`src/rtl/op_add_rr_arb.sv`:
```
// Round-robin share of one saturating adder among NREQ requesters; one registered response stage.
// Latency: result valid the cycle after the grant; rsp_ready stall holds the response and blocks all grants.

module op_add #(
    parameter int N        = 16,
    parameter int SATURATE = 1,
    parameter int SIGNED   = 1
) (
    input  logic [N-1:0] a,
    input  logic [N-1:0] b,
    output logic [N-1:0] result,
    output logic         ov,
    output logic         uv
);
    logic [N-1:0] wrap_sum;
    logic [N-1:0] sat_max;
    logic [N-1:0] sat_min;

    if (SIGNED != 0) begin : g_signed
        logic [N-1:0] sum;
        assign sum      = a + b;
        // Overflow only when both operands share a sign that the sum does not.
        assign ov       = ~a[N-1] & ~b[N-1] &  sum[N-1];
        assign uv       =  a[N-1] &  b[N-1] & ~sum[N-1];
        assign sat_max  = {1'b0, {(N-1){1'b1}}};
        assign sat_min  = {1'b1, {(N-1){1'b0}}};
        assign wrap_sum = sum;
    end else begin : g_unsigned
        logic [N:0] sum;
        assign sum      = {1'b0, a} + {1'b0, b};
        assign ov       = sum[N];
        assign uv       = 1'b0;
        assign sat_max  = '1;
        assign sat_min  = '0;
        assign wrap_sum = sum[N-1:0];
    end

    assign result = (SATURATE != 0 && ov) ? sat_max :
                    (SATURATE != 0 && uv) ? sat_min : wrap_sum;
endmodule

module op_add_rr_arb #(
    parameter int N        = 16,
    parameter int SATURATE = 1,
    parameter int SIGNED   = 1,
    parameter int NREQ     = 4,
    localparam int IDW     = $clog2(NREQ)
) (
    input  logic              clk,
    input  logic              rst_n,
    input  logic [NREQ-1:0]   req_valid,
    output logic [NREQ-1:0]   req_ready,
    input  logic [NREQ*N-1:0] req_a,
    input  logic [NREQ*N-1:0] req_b,
    output logic              rsp_valid,
    input  logic              rsp_ready,
    output logic [IDW-1:0]    rsp_id,
    output logic [N-1:0]      rsp_result,
    output logic              rsp_ov,
    output logic              rsp_uv,
    output logic [NREQ-1:0]   ov_sticky,
    output logic [NREQ-1:0]   uv_sticky,
    input  logic              clr_sticky
);
    logic              rsp_valid_q, rsp_valid_d;
    logic [IDW-1:0]    rsp_id_q, rsp_id_d;
    logic [N-1:0]      rsp_result_q, rsp_result_d;
    logic              rsp_ov_q, rsp_ov_d;
    logic              rsp_uv_q, rsp_uv_d;
    logic [IDW-1:0]    ptr_q, ptr_d;
    logic [NREQ-1:0]   ov_sticky_q, ov_sticky_d;
    logic [NREQ-1:0]   uv_sticky_q, uv_sticky_d;

    logic              can_accept;
    logic              found;
    logic [IDW-1:0]    cand;
    logic [IDW:0]      idx;
    logic              hs;
    logic [N-1:0]      add_a, add_b, add_res;
    logic              add_ov, add_uv;

    assign can_accept = !rsp_valid_q || rsp_ready;

    // Circular search starting at ptr; idx carries one spare bit so the wrap is a plain subtract.
    always_comb begin
        found = 1'b0;
        cand  = '0;
        idx   = '0;
        for (int k = 0; k < NREQ; k++) begin
            idx = {1'b0, ptr_q} + (IDW+1)'(k);
            if (idx >= (IDW+1)'(NREQ)) begin
                idx = idx - (IDW+1)'(NREQ);
            end
            if (!found && req_valid[idx[IDW-1:0]]) begin
                found = 1'b1;
                cand  = idx[IDW-1:0];
            end
        end
    end

    assign hs = rst_n && can_accept && found;

    always_comb begin
        req_ready = '0;
        if (hs) begin
            req_ready[cand] = 1'b1;
        end
    end

    assign add_a = req_a[cand*N +: N];
    assign add_b = req_b[cand*N +: N];

    op_add #(
        .N        (N),
        .SATURATE (SATURATE),
        .SIGNED   (SIGNED)
    ) u_add (
        .a      (add_a),
        .b      (add_b),
        .result (add_res),
        .ov     (add_ov),
        .uv     (add_uv)
    );

    always_comb begin
        rsp_valid_d  = rsp_valid_q;
        rsp_id_d     = rsp_id_q;
        rsp_result_d = rsp_result_q;
        rsp_ov_d     = rsp_ov_q;
        rsp_uv_d     = rsp_uv_q;
        ptr_d        = ptr_q;
        ov_sticky_d  = clr_sticky ? '0 : ov_sticky_q;
        uv_sticky_d  = clr_sticky ? '0 : uv_sticky_q;
        if (hs) begin
            rsp_valid_d       = 1'b1;
            rsp_id_d          = cand;
            rsp_result_d      = add_res;
            rsp_ov_d          = add_ov;
            rsp_uv_d          = add_uv;
            ptr_d             = (cand == IDW'(NREQ-1)) ? '0 : cand + IDW'(1);
            // Applied after the clear so a same-cycle set survives.
            ov_sticky_d[cand] = ov_sticky_d[cand] | add_ov;
            uv_sticky_d[cand] = uv_sticky_d[cand] | add_uv;
        end else if (rsp_ready) begin
            rsp_valid_d = 1'b0;
        end
    end

    always_ff @(posedge clk) begin
        if (!rst_n) begin
            rsp_valid_q  <= 1'b0;
            rsp_id_q     <= '0;
            rsp_result_q <= '0;
            rsp_ov_q     <= 1'b0;
            rsp_uv_q     <= 1'b0;
            ptr_q        <= '0;
            ov_sticky_q  <= '0;
            uv_sticky_q  <= '0;
        end else begin
            rsp_valid_q  <= rsp_valid_d;
            rsp_id_q     <= rsp_id_d;
            rsp_result_q <= rsp_result_d;
            rsp_ov_q     <= rsp_ov_d;
            rsp_uv_q     <= rsp_uv_d;
            ptr_q        <= ptr_d;
            ov_sticky_q  <= ov_sticky_d;
            uv_sticky_q  <= uv_sticky_d;
        end
    end

    assign rsp_valid  = rsp_valid_q;
    assign rsp_id     = rsp_id_q;
    assign rsp_result = rsp_result_q;
    assign rsp_ov     = rsp_ov_q;
    assign rsp_uv     = rsp_uv_q;
    assign ov_sticky  = ov_sticky_q;
    assign uv_sticky  = uv_sticky_q;
endmodule
```
`config.mk`:
```
export PLATFORM = sky130hd
export DESIGN_NAME = op_add_rr_arb
export DESIGN_NICKNAME = d
export VERILOG_FILES = /design/src/rtl/op_add_rr_arb.sv
export SDC_FILE = /design/constraint.sdc
export NUM_CORES = 1
export LEC_CHECK = 0
export CAP_MARGIN = 5
export CORE_MARGIN = 2
export CORE_UTILIZATION = 45
export DETAILED_ROUTE_END_ITERATION = 6
export GPL_TIMING_DRIVEN = 0
export HOLD_SLACK_MARGIN = 0.15
export PLACE_DENSITY = 0.87
export RECOVER_POWER = 25
export SLEW_MARGIN = 20
export SYNTH_ARGS = -nofsm -noshare
export SYNTH_HDL_FRONTEND = slang
export SYNTH_HIERARCHICAL = 1
export SYNTH_SLANG_ARGS = --single-unit
```
`constraint.sdc`:
```
create_clock -name clk -period 9.38 [get_ports clk]
set_input_delay 2.814 -clock clk [delete_from_list [all_inputs] [get_ports clk]]
set_output_delay 2.814 -clock clk [all_outputs]
set_load 0.005 [all_outputs]
```
Word-level counts from Yosys, hierarchy flattened:

Cells that the tools add are included.
W data, S select, Z words.

* word-level logic and storage cells: 89
* bits in registers: 31
* output and inout bits: 33
* bits of input ports: 136

* eq/ne operators: 1
* mux-type cells: 38
* reductions and logical operators: 12
* $lt $le $gt $ge: 10
* shift operators: 2
* add/sub/neg operators: 9
* bitwise gates (word level): 9

Operators by type and width (number)
* $shiftx A64 B7 Y16: 2
* $mux W16: 2
* $mux W4: 5
* $mux W2: 9
* $add A16 B16 Y16: 1
* $lt A2 B3 Y1 const B: 5
* $mux W1: 13
* $bmux W1 S2: 6
* $ge A3 B3 Y1 const B: 3
* $bwmux W4: 2
* $sub A2 B1 Y2 const B: 4
* $add A2 B2 Y3 const B: 2
* $logic_and A1 B1 Y1: 6
* $and A1 B1 Y1: 4
* $logic_not A1 Y1: 4
* $add A2 B1 Y3 const B: 1
* $ge A2 B3 Y1 const B: 1
* $not A1 Y1: 3
* $add A2 B1 Y2 const B: 1
* $demux W1 S2: 1
* $eq A2 B2 Y1 const B: 1
* $ge A2 B1 Y1 const B: 1
* $or A1 B1 Y1: 2
* $reduce_bool A2 Y1: 1
* $logic_or A1 B1 Y1: 1

Longest topological paths before layout:

Gate-level depths: netlist (run 1).

* depth in word-level cells: 21
* depth in mapped cells: 20
* depth with buffers taken out: 17

Modules after synthesis:

The synthesis (run 1) kept the hierarchy.

By module, submodules not included
* op_add_rr_arb: area an instance 2453.6 um^2, times used 1, cells an instance 277
* op_add: area an instance 1054.8 um^2, times used 1, cells an instance 141

Worst setup path after synthesis (run 1):

OpenSTA, ideal clock, no wires.

* path kind: input to output
* start point: input req_valid[2]
* end point: output req_ready[3]
* arrival time: 4264 ps
* buffers on the path: 3
* setup slack: 2302 ps
* required time: 6566 ps
* cell stages on the path: 10
* cells stage by stage: nor2b_1 > a311oi_2 > or2_1 > buf_6 > inv_2 > buf_6 > buf_6 > ha_1 > nand2_1 > inv_1

* word-level cells in the longest chain between the ends: 17

Ends and longest elaborated chain
* start: declaration: RTL line 51 `input logic [NREQ-1:0] req_valid,`
* $bmux W1 S2: RTL line 94 `if (!found && req_valid[idx[IDW-1:0]]) begin`
* $mux W1 (not written as such): RTL line 94
* $mux W1: RTL line 94
* $logic_not A1 Y1: RTL line 94
* $logic_and A1 B1 Y1: RTL line 94
* $mux W1: RTL line 94
* $logic_not A1 Y1: RTL line 94
* $logic_and A1 B1 Y1: RTL line 94
* [... 2 more ...]
* $logic_and A1 B1 Y1: RTL line 94
* $mux W2 (*): RTL line 94
* via cand[1]: RTL line 76 `logic [IDW-1:0] cand;`
* $lt A2 B3 Y1 (not written as such) or $ge A2 B1 Y1 (tied branches): RTL line 106 `req_ready[cand] = 1'b1;`
* $logic_and A1 B1 Y1 (not written as such): RTL line 106
* $mux W1 (not written as such): RTL line 106
* $demux W1 S2 (*): RTL line 106
* $mux W4 (*): RTL line 105 `if (hs) begin`
* end: declaration: RTL line 52 `output logic [NREQ-1:0] req_ready,`

The timed path passes the listed nets; every way through them passes the cells marked *. The select of a mux whose other input is x is not followed.

Final worst setup path (run 1):

* start point: input req_valid[0]
* end point: output req_ready[3]

Same word-level chain as after synthesis.

==> flow_summary.ini, run 1 <==
[worst_setup_path]
crit_type = in -> out
cp.arrival_ns = 5.58
crit_slowest_cell = dlygate4sd3_1
crit_chain = dlygate4sd3_1 -> mux2i_1 -> o22ai_1 -> or2_1 -> buf_2 -> inv_2 -> buf_2 -> ha_1 -> nand2_1 -> inv_1 -> clkdlybuf4s50_1
r2r_start = ptr_q[1]
cp.required_ns = 6.57
cpMostUsedCell = buf_2
critPathLaunchType = primary input
slowest_delay_ns = 0.60
setup.worst_path.end_class = primary output
worstSetupStartpoint = req_valid[0]
path_max_fanout = 11

[global_route]
grt_pass1_wl_um = 17900
gr-total-overflow = 0
grt_pass1_vias = 3831
antenna_found_initial = 0
grt_max_degree = 13
grt_usage_pct = 26.2

[clock_tree]
cts_inserted_buffers = 5
cts_tree = yes
insertion_delay_ns = 0.30
cts_hold_buf = 0
cts_max_level = 2
path_clk_slew_ns = 0.07
postCtsSetupRepairBufs = 0
cts_sinks = 31
cts.repair.resized = 0
cts_buffer_depth = 2
root_buffer = clkbuf_8

[timing]
max_freq_mhz = 119
finalSetupViolCount = 0
rsz0062_at_grt = no
worst_pin_slew_ns = 0.563
max_slew_margin_pct = 62.4
hold_viol = 0
final-max-slew-violation-count = 0
fin_ws_ns = 0.989
fin_crit_sh_pct = 89.5
fin_crit_ns = 8.39
clock_skew_ns = 0.00765
setup-tns-final_ns = 0

[synth]
syn_nets = 576
syn_avg_cell_area_um2 = 8.39
synthDistinctLibCells = 53
ys_seq_area_share_pct = 17.7
ys_warn_count = 6
synthCells = 418
ys_seq_elements = 31
netlist_area_um2 = 3510
synth_edf_count = 0
ys_dominant_reg_cell = dfxtp_1
synthArstFlopShare_pct = 0

[cells_and_area]
stdcell_area_um2 = 5390
diodes = 0
nNetsFinal = 749
synthToLayoutAreaGrowth_pct = 53.5
post-route-util_pct = 70.4
drive_above_1_share_pct = 7.94

[floorplan]
ios = 169
die_h_um = 92.3
die_area_um2 = 8520
start_util_pct = 45.9
rows = 32
die_x_um = 92.3
core_um2 = 7650

[drt]
routedWlPerCell_um = 15.9
drt_wl_total_um = 11000
dr.first_iter.drc_count = 131
viasPerCell = 5.52
route.detailed.drc = 0
vias = 3829
drtAntennaViolNets = 0
drt_first_pass_iters = 4

[pwr]
peakVddDrop_v = 0.000111
p_leak_nw = 2.32
p_per_area_nw_per_um2 = 205

[min_path]
min_path_type = reg -> reg
min_from = rsp_result[13]

[placed_design]
portBuffers = 166
dpl.hpwl_um = 9140
place.gp.congestion = 0.876
place_ws_ns = 1.12
place_area_um2 = 5300

[job]
max_cap_violations = 0

[outcome]
status = completed
## per-stage QoR
step / hold slack, ns / power (mW) / std cells
floorplan: 0.450 / 0.745 / 418
global placement: 0.449 / 0.982 / 686
detailed placement: 0.446 / 1.00 / 686
CTS: 0.458 / 1.11 / 694
global route: 0.479 / 1.19 / 694
finish: 0.456 / 1.10 / 694
## report_power, final
| part | switching [mW] | total [mW] | internal, mW |
|---|---|---|---|
| combinational | 0.406 | 0.801 | 0.394 |
| clock | 0.0558 | 0.107 | 0.0515 |
| sequential | 0.0235 | 0.194 | 0.170 |
| total | 0.486 | 1.10 | 0.616 |
## synthesized netlist by cell type, types with 2 or more instances
cell type,number,share of area [%]
dfxtp_1,31,18
a2111oi_2,4,1.7
a21o_1,6,1.3
nand2b_1,6,1.1
inv_1,13,1.4
o21ai_0,18,2.6
o21a_1,4,0.86
mux2i_1,97,28
xnor2_1,3,0.75
or2_1,2,0.36
ha_1,21,7.5
or4_1,2,0.43
a211oi_1,3,0.64
nand2_1,54,5.8
nor4b_1,4,1.0
o31a_1,2,0.50
a21oi_1,14,2.0
buf_6,10,3.2
nor2b_1,13,2.3
nand3_1,33,4.7
o31ai_1,11,2.4
clkbuf_1,10,1.1
xor2_1,7,1.7
or3_1,2,0.36
nor2_1,8,0.86
buf_2,7,1.0
o21ai_2,6,1.5
inv_2,2,0.21
## cell usage in the layout (no fill, tap or decap), drive strengths merged, types with 7 or more instances in the layout
cell / synthesis / final
dfxtp: 31 / 31
nand2: 55 / 55
nand3: 33 / 33
o31ai: 11 / 11
inv: 15 / 15
dlygate4sd3: 0 / 16
xor2: 7 / 7
clkbuf: 10 / 15
a21oi: 14 / 14
buf: 17 / 17
nor2: 8 / 8
clkdlybuf4s50: 0 / 150
ha: 21 / 21
mux2i: 98 / 98
o21ai: 24 / 24
nor2b: 13 / 13
## path summary, 6_finish.rpt
kind,slack (ns),cells after the start,end
max,0.99,11,req_ready[3]
min,0.46,2,rsp_result[13]
max reg2reg,4.65,19,ov_sticky[1]
min reg2reg,0.46,2,rsp_result[13]
## cells by family (layout without fill, tap and decap cells)
| group | Yosys count | in the layout | synth area share (%) |
|---|---|---|---|
| adder cells (fa/ha/maj) | 22 | 22 | 8.06 |
| buffers and inverters | 42 | 216 | 6.88 |
| XOR/XNOR | 10 | 10 | 2.50 |
| AO/OA/AOI/OAI | 82 | 82 | 17.6 |
| flip-flops | 31 | 31 | 17.7 |
| AND/OR/NAND/NOR | 132 | 132 | 18.5 |
| multiplexers | 99 | 99 | 28.7 |
## flip-flops by register name (all words and copies together), names as in the netlist
register	count
rsp_id	2
uv_sticky	4
rsp_uv	1
rsp_result	16
ov_sticky	4
rsp_valid	1
ptr_q	2
rsp_ov	1
## worst max-delay path, delay by kind of cell
family	cells	cell delay, ns
compound gates	1	0.12
fa+ha+maj	1	0.23
simple gates	2	0.39
mux	1	0.15
buf+inv	6	1.87
## per-layer routing
metal  track usage, %  vias up  share of wire (%)
met5                0        -                  0
met1             31.8     1811                 43
met3             5.29       21                5.4
li1                 -     1869                  -
met4             6.72        0                2.2
met2             47.2      128                 50
## cell type report
type	instances	area (µm²)
Sequential cell	31	621
Clock buffer	5	68.8
Multi-Input combinational cell	345	2650
Tap cell	102	128
Timing Repair Buffer	166	1660
Fill cell	603	2260
Buffer	27	185
Inverter	15	56.3
Clock inverter	3	20.0
Note: power is estimated with default switching activity, not from simulation.
==> run 2: changes to the inputs <==
--- a/config.mk
+++ b/config.mk
@@ -5,13 +5,14 @@
 export SDC_FILE = /design/constraint.sdc
 export NUM_CORES = 1
 export LEC_CHECK = 0
+export ABC_AREA = 1
 export CAP_MARGIN = 5
 export CORE_MARGIN = 2
-export CORE_UTILIZATION = 45
+export CORE_UTILIZATION = 47
 export DETAILED_ROUTE_END_ITERATION = 6
 export GPL_TIMING_DRIVEN = 0
 export HOLD_SLACK_MARGIN = 0.15
-export PLACE_DENSITY = 0.87
+export PLACE_DENSITY = 0.88
 export RECOVER_POWER = 25
 export SLEW_MARGIN = 20
 export SYNTH_ARGS = -nofsm -noshare
==> run 2 against run 1 <==
  * Sequential share of layout area down 0.74 points
  * First-iteration DRC count increased by 15%
  * Clock-buffer cell count increased by 1
  * Critical path depth grew 5
  * Final area up 6.8%
  * Setup slack better by 0.17 ns
  * Area after synthesis rose by 9.1%
  * Clock skew shrank 0.0021 ns
  * Critical endpoint unchanged
==> flow_summary.ini, run 2 <==
[timing]
hold_viol = 0
worst_pin_slew_ns = 0.431
fin_crit_sh_pct = 87.7
max_slew_margin_pct = 71.3
clock_skew_ns = 0.00554
rsz0062_at_grt = no
fin_crit_ns = 8.23
finalSetupViolCount = 0
fin_ws_ns = 1.15
setup-tns-final_ns = 0
whs_ns = 0.470
final-max-slew-violation-count = 0
max_freq_mhz = 122

[min_path]
min_path_type = reg -> reg

[synth]
synth_top_area_share_pct = 18.9
netlist_area_um2 = 3830
ys_seq_elements = 31
synth_edf_count = 0
syn_avg_cell_area_um2 = 5.76
ys_seq_area_share_pct = 16.2
synthArstFlopShare_pct = 0
ys_dominant_reg_cell = dfxtp_1
synthDistinctLibCells = 31
ys_warn_count = 6
ys_top_cells_by_count = 193 x nand2_1, 103 x a21oi_1, 85 x inv_1
syn_nets = 822
synth_most_common_cell = nand2_1
synthTopCellsByArea = nand2_1 19%, dfxtp_1 16%, a21oi_1 13%
synthCells = 664
synth_largest_area_cell = nand2_1

[global_route]
grt_use_met2_pct = 57.4
grt_util_met1_pct = 33.5
grt_max_degree = 12
antenna_found_initial = 0
use_met3_pct = 4.49
grt_pass1_wl_um = 21900
grt_most_used_layer = met2
gr-total-overflow = 0
grt_usage_pct = 30.7
grt_pass1_vias = 4915

[worst_setup_path]
cp.arrival_ns = 5.41
cp.required_ns = 6.57
worstSetupStartpoint = req_valid[3]
rr_worst_depth = 26
worstSetupEndpoint = req_ready[3]
worstReg2RegEnd = ov_sticky[2]
rrSetupSlack_ns = 5.52
r2r_start = ptr_q[0]
setup.worst_path.end_class = primary output
crit_type = in -> out
path_max_fanout = 11
critPathLaunchType = primary input

[floorplan]
start_util_pct = 49.0
die_area_um2 = 8880
die_x_um = 94.2
rows = 32
ios = 169
die_h_um = 94.2
core_um2 = 7810

[clock_tree]
insertion_delay_ns = 0.28
root_buffer = clkbuf_8
cts_max_level = 2
cts_hold_buf = 0
postCtsSetupRepairBufs = 0
cts_buffer_depth = 2
cts_sinks = 31
cts_tree = yes
cts_inserted_buffers = 5
path_clk_slew_ns = 0.06
cts.repair.resized = 0

[cells_and_area]
num-fill-cells = 665
synthToLayoutAreaGrowth_pct = 50.3
nNetsFinal = 997
layout_commonest_cell = nand2_1
mostFrequentLayoutCells = 193 x nand2_1, 152 x clkdlybuf4s50_1, 103 x a21oi_1
diodes = 0
largest_reg_flops = 16
drive_above_1_share_pct = 11.0
post-route-util_pct = 73.7

[placed_design]
place_ws_ns = 1.17
portBuffers = 168
dpl.hpwl_um = 11300
place.gp.congestion = 0.968

[drt]
dr.first_iter.drc_count = 151
viasPerCell = 5.20
vias = 4897
drtAntennaViolNets = 0
drt_first_pass_iters = 5
route.detailed.drc = 0
routedWlPerCell_um = 14.3
drt_wl_total_um = 13400

[outcome]
status = completed

[job]
max_cap_violations = 0
[run 2: cell count changes in the layout (fill, tap and decap cells not counted), sizes merged, moves of 13 or more]
cell,before,now
nor2b,13,0
nand2,55,224
a21oi,14,109
inv,15,94
mux2i,98,0
nor2,8,38
nand3,33,53
o21ai,24,46
[run 2: critical path, cell delays in order]
cell and delay [ns]:
clkdlybuf4s50_1 0.47, inv_1 0.06, nand2_1 0.06, nand2_1 0.08
nand2_1 0.07, nand2_1 0.05, nand2_1 0.09, nand2_1 0.08
nand2_1 0.10, nand3_4 0.11, inv_2 0.12, buf_2 0.25
ha_1 0.18, inv_1 0.05, nor2_1 0.24, clkdlybuf4s50_1 0.58
[run 2: logic make-up after synthesis]
group	after synthesis	synth area share (%)
adder cells (fa/ha/maj)	22	7.39
AO/OA/AOI/OAI	156	21.2
AND/OR/NAND/NOR	322	38.2
buffers and inverters	125	15.1
flip-flops	31	16.2
XOR/XNOR	8	1.83
[run 2: final cells by class]
cell class / count / area (µm²) / share of cell area (%)
Multi-Input combinational cell: 508 / 2630 / 45.7
Inverter: 94 / 353 / 6.13
Buffer: 31 / 225 / 3.91
Timing Repair Buffer: 168 / 1680 / 29.2
Sequential cell: 31 / 621 / 10.8
Clock buffer: 6 / 82.6 / 1.44
Tap cell: 102 / 128 / 2.22
Clock inverter: 2 / 35.0 / 0.609
[run 2: how the worst min path moves through the flow]
stage,cells past startpoint,from,end,slack [ns]
floorplan,2,rsp_result[15],rsp_result[15],0.46
global placement,2,rsp_result[10],rsp_result[10],0.45
detailed placement,2,rsp_result[15],rsp_result[15],0.46
CTS,2,rsp_result[15],rsp_result[15],0.47
global route,2,rsp_result[15],rsp_result[15],0.48
finish,2,rsp_result[11],rsp_result[11],0.47
[run 2: stage by stage]
| step | instance area (µm²) | cells |
|---|---|---|
| finish | 5750 | 942 |
| global route | 5750 | 942 |
| CTS | 5750 | 942 |
| detailed placement | 5640 | 934 |
| global placement | 5640 | 934 |
| floorplan | 3830 | 664 |
[run 2: per-layer routing]
layer	wire [µm]	part of all wire [%]
met5	0	0
met4	602	4.5
met3	873	6.5
met2	6640	49
met1	5330	40
Power of run 2 is not shown: default switching activity piles up to over one toggle a cycle in this logic, so the estimate is an artifact.
==> run 3: changes to the inputs <==
--- a/config.mk
+++ b/config.mk
@@ -8,11 +8,12 @@
 export ABC_AREA = 1
 export CAP_MARGIN = 5
 export CORE_MARGIN = 2
-export CORE_UTILIZATION = 47
+export CORE_UTILIZATION = 44
+export CTS_BUF_LIST = sky130_fd_sc_hd__clkbuf_4 sky130_fd_sc_hd__clkbuf_8
 export DETAILED_ROUTE_END_ITERATION = 6
 export GPL_TIMING_DRIVEN = 0
 export HOLD_SLACK_MARGIN = 0.15
-export PLACE_DENSITY = 0.88
+export PLACE_DENSITY = 0.84
 export RECOVER_POWER = 25
 export SLEW_MARGIN = 20
 export SYNTH_ARGS = -nofsm -noshare
==> constraint.sdc (replaced) <==
create_clock -name clk -period 8.7 [get_ports clk]
set_input_delay 2.61 -clock clk [delete_from_list [all_inputs] [get_ports clk]]
set_output_delay 2.61 -clock clk [all_outputs]
set_load 0.05 [all_outputs]
==> run 3 against run 2 <==
  * Wire length rose by 2.9%
  * Setup slack got worse by 0.60 ns
  * Flip-flop and latch count unchanged
  * Largest cell class unchanged
  * Die area is 6.5% higher
  * Clock skew is 0.0015 ns higher
==> flow_summary.ini, run 3 (synthesis gave the netlist of run 2 again) <==
[worst_setup_path]
setup.worst_path.end_class = primary output
crit_slowest_cell = clkdlybuf4s50_1
cp.required_ns = 6.09
crit_chain = clkdlybuf4s50_1 -> inv_1 -> nand2_1 -> nand3_1 -> nand2_1 -> inv_1 -> nand3_4 -> nand3_4 -> inv_2 -> buf_2 -> ha_1 -> inv_1 -> nor2_1 -> clkdlybuf4s50_1
rrSetupSlack_ns = 4.69
cp.arrival_ns = 5.53
crit_type = in -> out
path_max_fanout = 11
slowest_delay_ns = 0.86
cpMostUsedCell = inv_1
critPathLaunchType = primary input

[drt]
drt_wl_total_um = 13800
routedWlPerCell_um = 14.6
route.detailed.drc = 0
drtAntennaViolNets = 0
viasPerCell = 5.29
drt_first_pass_iters = 5
vias = 5015
dr.first_iter.drc_count = 204

[timing]
hold_viol = 0
max_freq_mhz = 123
finalSetupViolCount = 0
worst_pin_slew_ns = 0.510
fin_crit_sh_pct = 93.6
max_slew_margin_pct = 65.9
rsz0062_at_grt = no
fin_crit_ns = 8.14
setup-tns-final_ns = 0
clock_skew_ns = 0.00700
final-max-slew-violation-count = 0

[global_route]
grt_pass1_wl_um = 22500
grt_max_degree = 12
grt_most_used_layer = met2
grt_pass1_vias = 4989
grt_util_met1_pct = 30.9
grt_use_met2_pct = 53.6
antenna_found_initial = 0
grt_usage_pct = 28.6
use_met3_pct = 4.53
gr-total-overflow = 0

[cells_and_area]
layout_commonest_cell = nand2_1
synthToLayoutAreaGrowth_pct = 50.5
nNetsFinal = 997
diodes = 0
post-route-util_pct = 67.1
mostFrequentLayoutCells = 193 x nand2_1, 153 x clkdlybuf4s50_1, 103 x a21oi_1
drive_above_1_share_pct = 11.0
stdcell_area_um2 = 5760
largest_reg_flops = 16

[floorplan]
die_h_um = 97.3
ios = 169
core_um2 = 8590
rows = 34
die_area_um2 = 9460
start_util_pct = 44.5
die_x_um = 97.3

[clock_tree]
cts.repair.resized = 0
cts_max_level = 2
cts_buffer_depth = 2
cts_hold_buf = 0
cts_tree = yes
cts_sinks = 31
postCtsSetupRepairBufs = 0
insertion_delay_ns = 0.30
path_clk_slew_ns = 0.07
root_buffer = clkbuf_8
cts_inserted_buffers = 5

[outcome]
status = completed

[min_path]
min_path_type = reg -> reg

[placed_design]
portBuffers = 168
place.gp.congestion = 0.911
dpl.hpwl_um = 11400
place_area_um2 = 5640

[job]
max_cap_violations = 0
run 3: final timing paths:
check / start / to / cells past startpoint
hold reg to reg: rsp_result[7] / rsp_result[7] / 2
setup / recovery: req_valid[0] / req_ready[3] / 14
hold / removal: rsp_result[7] / rsp_result[7] / 2
setup reg to reg: ptr_q[0] / ov_sticky[1] / 27
run 3: critical path, delay by kind of cell:
kind | cells | cell delay [ns]
adder cells (fa/ha/maj) | 1 | 0.20
AND/OR/NAND/NOR | 6 | 0.77
buffers and inverters | 7 | 1.95
run 3: area by class of cell:
cell class / instances / area, µm²
Clock buffer: 6 / 82.6
Timing Repair Buffer: 168 / 1680
Buffer: 31 / 225
Clock inverter: 2 / 35.0
Inverter: 94 / 353
Multi-Input combinational cell: 508 / 2630
Fill cell: 810 / 2830
Tap cell: 108 / 135
Sequential cell: 31 / 621
run 3: stage by stage:
| stage | std cells | hold WS, ns | setup slack, ns |
|---|---|---|---|
| 2_1_floorplan | 664 | 0.517 | 1.66 |
| 3_3_place_gp | 940 | 0.456 | 0.649 |
| 3_5_place_dp | 940 | 0.461 | 0.615 |
| 4_1_cts | 948 | 0.471 | 0.615 |
| 5_1_grt | 948 | 0.489 | 0.318 |
| 6_report | 948 | 0.469 | 0.557 |
run 3: per-layer routing:
metal	vias to the layer above	part of all wire (%)	wire, µm
met5	-	0	0
met4	0	5.0	689
met3	55	7.2	996
met2	248	50	6880
met1	2246	38	5270
li1	2466	-	-
Power of run 3 is left out for the same reason.
